$ cat src/rtl/jtag_tap_responder.sv
// rtl/jtag_tap_responder.sv - IEEE 1149.1 TAP responder oversampled on the system clock
// Define JTAG_TAP_IDCODE_EN to build the IDCODE register and instruction.
module jtag_tap_responder #(
  parameter int          IR_WIDTH      = 4,
  parameter int          USER_DR_WIDTH = 8,
  parameter logic [31:0] IDCODE_VALUE  = 32'h1234_5003
) (
  input  logic                     clock,
  input  logic                     reset,
  input  logic                     tck,
  input  logic                     tms,
  input  logic                     tdi,
  output logic                     tdo,
  output logic                     tdo_en,
  input  logic [USER_DR_WIDTH-1:0] user_dr_in,
  output logic [USER_DR_WIDTH-1:0] user_dr_out,
  output logic                     user_dr_update
);

  localparam logic [3:0] TLR    = 4'd0;
  localparam logic [3:0] RTI    = 4'd1;
  localparam logic [3:0] SEL_DR = 4'd2;
  localparam logic [3:0] CAP_DR = 4'd3;
  localparam logic [3:0] SH_DR  = 4'd4;
  localparam logic [3:0] EX1_DR = 4'd5;
  localparam logic [3:0] PA_DR  = 4'd6;
  localparam logic [3:0] EX2_DR = 4'd7;
  localparam logic [3:0] UPD_DR = 4'd8;
  localparam logic [3:0] SEL_IR = 4'd9;
  localparam logic [3:0] CAP_IR = 4'd10;
  localparam logic [3:0] SH_IR  = 4'd11;
  localparam logic [3:0] EX1_IR = 4'd12;
  localparam logic [3:0] PA_IR  = 4'd13;
  localparam logic [3:0] EX2_IR = 4'd14;
  localparam logic [3:0] UPD_IR = 4'd15;

`ifdef JTAG_TAP_IDCODE_EN
  localparam logic [IR_WIDTH-1:0] IR_IDCODE = IR_WIDTH'(1);
  localparam logic [IR_WIDTH-1:0] IR_RESET  = IR_IDCODE;
`else
  localparam logic [IR_WIDTH-1:0] IR_RESET  = '1;
`endif

  if (IR_WIDTH < 2) begin : g_bad_ir_width
    $error("jtag_tap_responder: IR_WIDTH must be at least 2");
  end
  if (USER_DR_WIDTH < 1) begin : g_bad_user_width
    $error("jtag_tap_responder: USER_DR_WIDTH must be at least 1");
  end
  if (IDCODE_VALUE[0] != 1'b1) begin : g_bad_idcode
    $error("jtag_tap_responder: IDCODE_VALUE bit 0 must be 1");
  end

  logic [1:0]               tck_sync;
  logic [1:0]               tms_sync;
  logic [1:0]               tdi_sync;
  logic                     tck_dly;
  logic                     tck_rise;
  logic                     tck_fall;
  logic                     tms_s;
  logic                     tdi_s;
  logic [3:0]               state;
  logic [3:0]               next_state;
  logic [IR_WIDTH-1:0]      ir;
  logic [IR_WIDTH-1:0]      ir_shift;
  logic [USER_DR_WIDTH-1:0] user_shift;
  logic                     bypass_reg;
  logic                     sel_user;
  logic                     dr_lsb;

  // Edges come from one synchronized stage vs its delayed copy, so rise and fall are mutually exclusive.
  assign tck_rise = tck_sync[1] & ~tck_dly;
  assign tck_fall = ~tck_sync[1] & tck_dly;
  assign tms_s    = tms_sync[1];
  assign tdi_s    = tdi_sync[1];
  assign sel_user = (32'(ir) == 32'd8);

  always_ff @(posedge clock or negedge reset) begin
    if (!reset) begin
      tck_sync <= 2'b00;
      tms_sync <= 2'b00;
      tdi_sync <= 2'b00;
      tck_dly  <= 1'b0;
    end else begin
      tck_sync <= {tck_sync[0], tck};
      tms_sync <= {tms_sync[0], tms};
      tdi_sync <= {tdi_sync[0], tdi};
      tck_dly  <= tck_sync[1];
    end
  end

  always_comb begin
    next_state = state;
    case (state)
      TLR:     next_state = tms_s ? TLR    : RTI;
      RTI:     next_state = tms_s ? SEL_DR : RTI;
      SEL_DR:  next_state = tms_s ? SEL_IR : CAP_DR;
      CAP_DR:  next_state = tms_s ? EX1_DR : SH_DR;
      SH_DR:   next_state = tms_s ? EX1_DR : SH_DR;
      EX1_DR:  next_state = tms_s ? UPD_DR : PA_DR;
      PA_DR:   next_state = tms_s ? EX2_DR : PA_DR;
      EX2_DR:  next_state = tms_s ? UPD_DR : SH_DR;
      UPD_DR:  next_state = tms_s ? SEL_DR : RTI;
      SEL_IR:  next_state = tms_s ? TLR    : CAP_IR;
      CAP_IR:  next_state = tms_s ? EX1_IR : SH_IR;
      SH_IR:   next_state = tms_s ? EX1_IR : SH_IR;
      EX1_IR:  next_state = tms_s ? UPD_IR : PA_IR;
      PA_IR:   next_state = tms_s ? EX2_IR : PA_IR;
      EX2_IR:  next_state = tms_s ? UPD_IR : SH_IR;
      UPD_IR:  next_state = tms_s ? SEL_DR : RTI;
      default: next_state = TLR;
    endcase
  end

`ifdef JTAG_TAP_IDCODE_EN
  logic [31:0] idcode_shift;
  logic        sel_idcode;

  assign sel_idcode = (ir == IR_IDCODE);

  always_ff @(posedge clock or negedge reset) begin
    if (!reset) begin
      idcode_shift <= '0;
    end else if (tck_rise && sel_idcode) begin
      if (state == CAP_DR) begin
        idcode_shift <= IDCODE_VALUE;
      end else if (state == SH_DR) begin
        idcode_shift <= {tdi_s, idcode_shift[31:1]};
      end
    end
  end
`endif

  always_comb begin
    dr_lsb = bypass_reg;
    if (sel_user) begin
      dr_lsb = user_shift[0];
    end
`ifdef JTAG_TAP_IDCODE_EN
    else if (sel_idcode) begin
      dr_lsb = idcode_shift[0];
    end
`endif
  end

  // Capture/shift act on the rising edge; update and tdo follow the falling edge as in 1149.1.
  always_ff @(posedge clock or negedge reset) begin
    if (!reset) begin
      state          <= TLR;
      ir             <= IR_RESET;
      ir_shift       <= '0;
      user_shift     <= '0;
      bypass_reg     <= 1'b0;
      tdo            <= 1'b0;
      tdo_en         <= 1'b0;
      user_dr_out    <= '0;
      user_dr_update <= 1'b0;
    end else begin
      user_dr_update <= 1'b0;
      if (tck_rise) begin
        state <= next_state;
        case (state)
          CAP_IR: ir_shift <= IR_WIDTH'(1);
          SH_IR:  ir_shift <= {tdi_s, ir_shift[IR_WIDTH-1:1]};
          CAP_DR: begin
            bypass_reg <= 1'b0;
            if (sel_user) begin
              user_shift <= user_dr_in;
            end
          end
          SH_DR: begin
            bypass_reg <= tdi_s;
            if (sel_user) begin
              user_shift <= USER_DR_WIDTH'({tdi_s, user_shift} >> 1);
            end
          end
          default: ;
        endcase
        if (next_state == TLR) begin
          ir <= IR_RESET;
        end
      end
      if (tck_fall) begin
        if (state == UPD_IR) begin
          ir <= ir_shift;
        end
        if (state == UPD_DR && sel_user) begin
          user_dr_out    <= user_shift;
          user_dr_update <= 1'b1;
        end
        if (state == SH_IR) begin
          tdo    <= ir_shift[0];
          tdo_en <= 1'b1;
        end else if (state == SH_DR) begin
          tdo    <= dr_lsb;
          tdo_en <= 1'b1;
        end else begin
          tdo    <= 1'b0;
          tdo_en <= 1'b0;
        end
      end
    end
  end

endmodule

$ cat config.mk
export PLATFORM = sky130hd
export DESIGN_NAME = jtag_tap_responder
export DESIGN_NICKNAME = d
export VERILOG_FILES = /design/src/rtl/jtag_tap_responder.sv
export SDC_FILE = /design/constraint.sdc
export NUM_CORES = 1
export LEC_CHECK = 0
export ABC_AREA = 0
export CAP_MARGIN = 10
export CORE_AREA = 2 2 70 72
export DETAILED_ROUTE_END_ITERATION = 10
export DIE_AREA = 0 0 72 74
export PLACE_DENSITY = 0.74
export SETUP_SLACK_MARGIN = 0.02
export SYNTH_ARGS = -nofsm -noshare
export SYNTH_HDL_FRONTEND = slang
export SYNTH_SLANG_ARGS = --single-unit
$ cat constraint.sdc
create_clock -name clock -period 1.4 [get_ports clock]
set_input_delay 0.28 -clock clock [delete_from_list [all_inputs] [get_ports clock]]
set_output_delay 0.28 -clock clock [all_outputs]
set_load 0.05 [all_outputs]
Yosys cells after proc, flatten, opt, wreduce, memory -nomap -nowiden
Cells that the tools add are included.

word-level totals
  register bits after elaboration = 39
  output and inout port bits = 11
  word-level logic and storage cells = 76

cells by class
  bitwise gates (word level) = 4
  multiplexer cells = 29
  reductions and logical operators = 12
  equal/unequal tests = 18

operators by type and width
  operator                                             number
  one-hot mux 4 bit (12 select lines)                  1
  equality test 4 bit, second input constant           9
  2-to-1 mux 4 bit                                     8
  equality test 4 x 3 -> 1 bit, second input constant  4
  2-to-1 mux 8 bit                                     2
  one-hot mux 8 bit (2 select lines)                   1
  2-to-1 mux 1 bit                                     10
  equality test 4 x 2 -> 1 bit, second input constant  2
  zero test 4 bit                                      2
  one-hot mux 4 bit (2 select lines)                   1
  2-to-1 mux 2 bit                                     3
  2-to-1 mux 3 bit                                     2
  AND reduction 2 bit                                  3
  equality test 4 x 1 -> 1 bit, second input constant  1
  inequality test 2 bit, second input constant         2
  AND reduction 4 bit                                  1
  nonzero test 2 bit                                   2
  OR reduction 2 bit                                   2
  OR reduction 3 bit                                   1
  bitwise AND 1 bit                                    2
  inverter 1 bit                                       2
  one-hot mux 1 bit (2 select lines)                   1
  logical AND 1 bit                                    1

Logic depth before layout (Yosys ltp)
Gate-level depths: netlist (run 1).

  word-level depth = 8
  depth in mapped cells = 6

Worst setup path before layout (run 1)
No wires, ideal clock.

  path type = register -> register
  start = register ir[3]
  end = register user_shift[0]
  setup time = 0.134 ns
  path buffers = 1
  required time = 1.266 ns
  slack = -0.095 ns
  data arrival time = 1.361 ns
  stages on the path, launching flop included = 6
  cell sequence = dfstp_2 -> nor4b_4 -> o2111ai_4 -> buf_6 -> nand2_1 -> o21ai_0

between the ends
  word-level cells in the longest chain between the ends = 3
  elaborated cells on any way between the ends = 4
  those cells by class = eq/ne (3); reduce/logical (1)

ends and longest elaborated chain
  what                                    RTL line  text
  from (decl)                             64        logic [IR_WIDTH-1:0] ir;
  from (signal assigned)                  185       ir <= ir_shift;
  equality test 4 bit *                   76        assign sel_user = (32'(ir) == 32'd8);
  inequality test 2 bit (no source line)  --
  AND reduction 4 bit (no source line) *  --
  to (signal assigned)                    168       user_shift <= user_dr_in;
  to (signal assigned)                    174       user_shift <= USER_DR_WIDTH'({tdi_s, user_shift} >> 1);
  to (decl)                               66        logic [USER_DR_WIDTH-1:0] user_shift;

Mark *: on every way between the ends. The rest lies on a longest branch, timed or not.
A chain may end at the register's enable or synchronous reset.

Final worst setup path (run 1)
  start = register ir[3]
  end = register user_dr_out[1]

between the ends
  word-level cells in the longest chain between the ends = 3

ends and longest elaborated chain
  what                                  RTL line  text
  equality test 4 bit                   76
  logical AND 1 bit                     187       if (state == UPD_DR && sel_user) begin
  AND reduction 2 bit (no source line)  --
  to (signal assigned)                  188       user_dr_out <= user_shift;
  to (decl)                             16        output logic [USER_DR_WIDTH-1:0] user_dr_out,

No other way between the ends.

==> flow_summary.json, run 1 <==
{
  "status": "complete, but fails checks",
  "violations": "setup timing",
  "initialDrtViolationCount": 109,
  "path_clk_slew_ps": 70,
  "cts_sinks": 39,
  "rsz0062_at_grt": "true",
  "fillerInstances": 365,
  "power_density_nw_per_um2": 1551,
  "clock.fmax_ghz": 0.6766,
  "hold_violations": 0,
  "final_util": 0.5785,
  "clock_path_buffers": 2,
  "synthCells": 168,
  "power_mw": 4.125,
  "crit_path_start_kind": "flop",
  "ant_nets": 0,
  "synth_seq_cells": 39,
  "seq_area_frac_synth": 0.5297,
  "worstMarginPinSlew_ps": 339.1,
  "multi_input_area_sq_um": 904.6,
  "drt_pre_antenna_iters": 4,
  "worst_clock_skew_ps": 5.817,
  "yosysTopAreaCell": "dfrtp_1",
  "synth_edf_count": 0,
  "syn-num-nets": 181,
  "insertion_delay_ps": 300,
  "drv_cap": 0,
  "htree_levels": 2,
  "top_regs": "user_dr_out (8), user_shift (8)",
  "antenna_found_initial": 0,
  "synth.top_cell.area_share": 0.4730,
  "dieArea_sq_um": 5328,
  "place_inst": 262,
  "viasPerCell": 5.298,
  "ys_types": 45,
  "max_stage_delay_ps": 530,
  "slew_violations": 0,
  "ys.flop_type": "dfrtp_1",
  "final_nets": 233,
  "rows": 25,
  "arrival_ps": 1660,
  "area_growth_pct": 43.65,
  "syn_area_sq_um": 1852,
  "die_w_microns": 72,
  "fin_crit_ps": 1478,
  "drt-wirelength-per-cell_microns": 15.09,
  "critPathKind": "reg2reg",
  "cts_inserted_buffers": 5,
  "path_cells": "nor4b_4 > buf_6 > nand3_4 > mux2_2",
  "vias": 1457,
  "pre_cts_slack_ps": -138.8,
  "grtUsageTotal": 0.1732,
  "synthTopCellsByArea": "dfrtp_1 (47%), dfstp_2 (5.7%), mux2i_1 (4.9%)",
  "grt_overflow_total": 0,
  "slew_headroom": 0.7737,
  "wirelength_mm": 4.149,
  "drc_errors": 0,
  "path_max_fanout": 8,
  "dp.final_hpwl_mm": 2.815,
  "avgSynthCellArea_sq_um": 11.02,
  "critPathSlowestCell": "dfstp_2",
  "peakVddDrop_uv": 924.2,
  "p_leak_nw": 1.138,
  "yosysMostFrequentCell": "dfrtp_1",
  "setup_viol": 8,
  "cp.required_ps": 1580,
  "cts_root_buffer": "clkbuf_8",
  "ys_warn_count": 0,
  "fin_setup_tns_ps": -563.6,
  "first_global_vias": 1382,
  "grt_start_max_net_pins": 15,
  "gp_congestion": 0.8048,
  "ios": 24,
  "fin_crit_sh": 1.056,
  "cp-end-kind": "flop",
  "dieHeight_microns": 74,
  "drive_gt1_frac": 0.3982,
  "layout_setup_ws_ps": -78.02,
  "port_buffers": 23,
  "regArea_sq_um": 985.9,
  "synth_commonest_cells": "dfrtp_1 (35), nand2_1 (17), o21ai_0 (16), nor2_1 (12)",
  "stdcell_count": 275,
  "async_reset_ff_frac": 1.000,
  "hp-class": "reg2reg",
  "diodes": 0,
  "coreArea_sq_um": 4598,
  "start_util": 0.4027,
  "cts_tree": "built",
  "grt_pass1_wl_mm": 6.906
}
==> path summary, 6_finish.rpt <==
kind	startpoint	endpoint	slack [ps]	depth (start not counted)
max	ir[3]$_DFF_PN1_	user_dr_out[1]$_DFFE_PN0P_	-80	4
min	tms_sync[0]$_DFF_PN0_	tms_sync[1]$_DFF_PN0_	360	0
max reg2reg	ir[3]$_DFF_PN1_	user_dr_out[1]$_DFFE_PN0P_	-80	4
min reg2reg	tms_sync[0]$_DFF_PN0_	tms_sync[1]$_DFF_PN0_	360	0
max in group asynchronous	reset	user_shift[1]$_DFFE_PN0P_	500	3
min in group asynchronous	reset	ir_shift[0]$_DFFE_PN0P_	410	2
==> where the power goes <==
part           internal, mW  switching (mW)
registers              1.36           0.248
clock network         0.402           0.399
logic                 0.890           0.825
==> layout make-up <==
class	instances	area share
Clock buffer	6	0.03104
Multi-Input combinational cell	118	0.3401
Clock inverter	2	0.006115
Tap cell	54	0.02540
Inverter	3	0.004233
Timing Repair Buffer	53	0.2225
Sequential cell	39	0.3706
==> worst max-delay path, delay by kind of cell (launching register included) <==
family                 cells  cell delay [ps]
buffers and inverters      1              180
flip-flops                 1              530
multiplexers               1              310
AND/OR/NAND/NOR            2              350
==> through the flow <==
| stage | hold slack (ps) | cell area [sq um] |
|---|---|---|
| floorplan | -15.59 | 1852 |
| global placement | 190.7 | 2404 |
| detailed placement | 196.9 | 2404 |
| CTS | 354.1 | 2596 |
| finish | 355.4 | 2660 |
| global route | 359.0 | 2660 |
==> per-layer routing <==
| metal | up-vias | GRT usage | part of all wire |
|---|---|---|---|
| met1 | 714 | 0.2287 | 0.47 |
| met3 | 5 | 0.05285 | 0.039 |
| met2 | 30 | 0.2757 | 0.48 |
| met5 | - | 0 | 0 |
| met4 | 0 | 0.05660 | 0.014 |
| li1 | 708 | - | - |
==> placed cells by master (no fill, tap or decap), types with 3 or more instances in the layout <==
cell type	netlist	routed
nand2_1	17	17
o21ai_0	16	8
buf_6	2	5
dfrtp_2	0	4
a21oi_1	9	7
inv_1	3	3
o21ai_1	1	9
dfrtp_1	35	31
buf_12	0	12
dfstp_2	4	4
nand2b_1	4	3
clkbuf_8	0	6
mux2_2	8	8
mux2i_1	9	9
buf_4	1	22
nor2b_1	8	5
clkdlybuf4s50_1	0	11
nor2_1	12	12
==> timing repair <==
| action | 4_1_cts | 5_1_grt |
|---|---|---|
| cloned | 2 | 0 |
| pin swaps | 12 | 9 |
| hold buffers | 1 | 0 |
| setup endpoints to repair | 28 | 24 |
| gates resized for setup | 23 | 15 |
| hold endpoints to repair | 8 | 0 |
| setup buffers | 1 | 1 |
==> cell families (layout without fill, tap and decap cells) <==
kind of cell | Yosys count | count (layout) | share of synthesized area
buf+inv | 12 | 64 | 0.03783
simple gates | 58 | 58 | 0.1811
xor+xnor | 1 | 1 | 0.004731
compound gates | 41 | 42 | 0.1493
flops | 39 | 39 | 0.5297
mux | 17 | 17 | 0.09730
Note: power is estimated with default switching activity, not from simulation.
==> run 2, diff against run 1 <==
Settings changed: GPL_TIMING_DRIVEN set to 0.
==> flow_summary.json, run 2 (same netlist as run 1, synthesis figures left out) <==
{
  "final_nets": 229,
  "drt_pre_antenna_iters": 4,
  "start_util": 0.4027,
  "dieArea_sq_um": 5328,
  "dp.final_hpwl_mm": 2.427,
  "initialDrtViolationCount": 85,
  "cts_sinks": 39,
  "gr-usage-met3": 0.04201,
  "grt_start_max_net_pins": 40,
  "drive_gt1_frac": 0.3594,
  "gp_congestion": 0.8217,
  "area_growth_pct": 34.66,
  "cpMostUsedCell": "buf_6",
  "die_w_microns": 72,
  "antenna_found_initial": 0,
  "diodes": 0,
  "critPathSlowestCell": "dfstp_2",
  "viasPerCell": 5.454,
  "drv_cap": 0,
  "status": "complete, but fails checks",
  "clock_path_buffers": 2,
  "port_buffers": 23,
  "cp.required_ps": 1570,
  "drt-wirelength-per-cell_microns": 15.07,
  "grtUsageTotal": 0.1506,
  "pre_cts_slack_ps": -306.3,
  "p_leak_nw": 1.065,
  "critPathKind": "reg2reg",
  "power.switching_mw": 1.389,
  "grt_util_met1": 0.2070,
  "hold_violations": 0,
  "pwr-share-clk": 0.194,
  "setup_viol": 16,
  "pwr-share-comb": 0.403,
  "arrival_ps": 1640,
  "clock.fmax_ghz": 0.6812,
  "path_max_fanout": 5,
  "ios": 24,
  "holdBufCountCts": 0,
  "crit_cells": 6,
  "slew_headroom": 0.4406,
  "max_stage_delay_ps": 530,
  "path_cells": "nor4b_4 > buf_6 > o2111ai_4 > buf_6 > nand2_1 > o21ai_1",
  "crit_path_start_kind": "flop",
  "htree_levels": 2,
  "cts_root_buffer": "clkbuf_8",
  "place_area_sq_um": 2145,
  "drc_errors": 0,
  "startpoint": "ir[3]$_DFF_PN1_",
  "met2_usage": 0.2253,
  "path_clk_slew_ps": 80,
  "coreArea_sq_um": 4598,
  "fin_crit_ps": 1468,
  "power_mw": 3.814,
  "layout_setup_ws_ps": -67.96,
  "crit_family": "flip-flops",
  "grt_pass1_wl_mm": 6.072,
  "peakVddDrop_uv": 876.0,
  "fin_area_sq_um": 2494,
  "slew_violations": 0,
  "rsz0062_at_grt": "true",
  "worst_clock_skew_ps": 10.20,
  "reg2reg_depth": 6,
  "violations": "setup timing",
  "worstMarginPinSlew_ps": 839.0,
  "dieHeight_microns": 74,
  "first_global_vias": 1255,
  "insertion_delay_ps": 290,
  "p_seq_frac": 0.403,
  "ant_nets": 0,
  "cp_num_buf_inv": 2,
  "grt.busiest_layer": "met2",
  "vias": 1478,
  "cts_tree": "built",
  "fin_crit_sh": 1.049,
  "timing.hold.ws_ps": 83.12,
  "cts_inserted_buffers": 5,
  "timing.rr.start": "ir[3]$_DFF_PN1_",
  "layout_commonest_cell": "dfrtp_1",
  "power_density_nw_per_um2": 1529,
  "rows": 25,
  "sw_frac_of_total": 0.3642,
  "top_regs": "user_dr_out (8), user_shift (8)",
  "grt_overflow_total": 0,
  "most-common-layout-cells": "dfrtp_1 (34), buf_4 (14), nand2_1 (13)",
  "wirelength_mm": 4.083,
  "cp-end-kind": "flop",
  "final_util": 0.5423,
  "hp-class": "in2async",
  "internal_power_mw": 2.425
}
## run 2: cell count changes in the layout (fill, tap and decap cells not counted), moves of 2 or more
cell,change
a21oi_1,+2
a21oi_2,-2
nand2_1,-4
clkbuf_1,+2
clkdlybuf4s15_2,+10
dfrtp_2,-3
nor2b_1,+2
dfrtp_1,+3
buf_6,+6
buf_12,-12
nand2_2,+3
buf_4,-8
## run 2: path summary, 6_finish.rpt
| check | end | slack (ps) |
|---|---|---|
| worst max-delay path | user_shift[5]$_DFFE_PN0P_ | -70 |
| worst min-delay path | state[1]$_DFFE_PN0P_ | 80 |
| worst max register to register | user_shift[5]$_DFFE_PN0P_ | -70 |
| worst min register to register | tms_sync[1]$_DFF_PN0_ | 340 |
| max in group asynchronous | state[2]$_DFFE_PN0P_ | 720 |
| min in group clock | tms_sync[1]$_DFF_PN0_ | 340 |
## run 2: final cells by class
class	instances	area, sq um
inverters	3	11.26
well taps	54	67.56
repair buffers	41	386.6
clock buffers	7	76.32
plain buffers	9	95.09
flip-flops and latches	39	982.2
clock inverters	1	5.005
fillers	380	2105
multi-input cells	117	869.6
## run 2: worst reg2reg max path, cell delays in order, from the launching register on
cell       delay, ps
dfstp_2          530
nor4b_4          190
buf_6            160
o2111ai_4        160
buf_6            180
nand2_1           60
o21ai_1           60
## run 2: through the flow
stage / setup TNS [ps] / instances
floorplan: -1220 / 168
global placement: -38330 / 245
detailed placement: -5232 / 245
CTS: -1121 / 266
global route: -1971 / 271
finish: -749.5 / 271
## run 2: power groups by stage
stage | registers (mW) | logic [mW] | clock network [mW]
6_report | 1.54 | 1.54 | 0.738
3_3_place_gp | 1.53 | 1.21 | 0
4_1_cts | 1.51 | 1.37 | 0.749
2_1_floorplan | 1.61 | 0.827 | 0
3_5_place_dp | 1.54 | 1.21 | 0
5_1_grt | 1.57 | 1.64 | 0.804
## run 2: timing repair
action / 4_1_cts / 5_1_grt
resized for setup: 49 / 37
setup buffers: 12 / 5
pin swaps: 4 / 7
endpoints found under the setup margin: 41 / 29
cloned: 1 / 0
## run 2: metal layers
metal,up-vias,share of wire
met5,-,0
met4,0,0.031
met3,11,0.049
met2,52,0.47
met1,722,0.45
li1,693,-
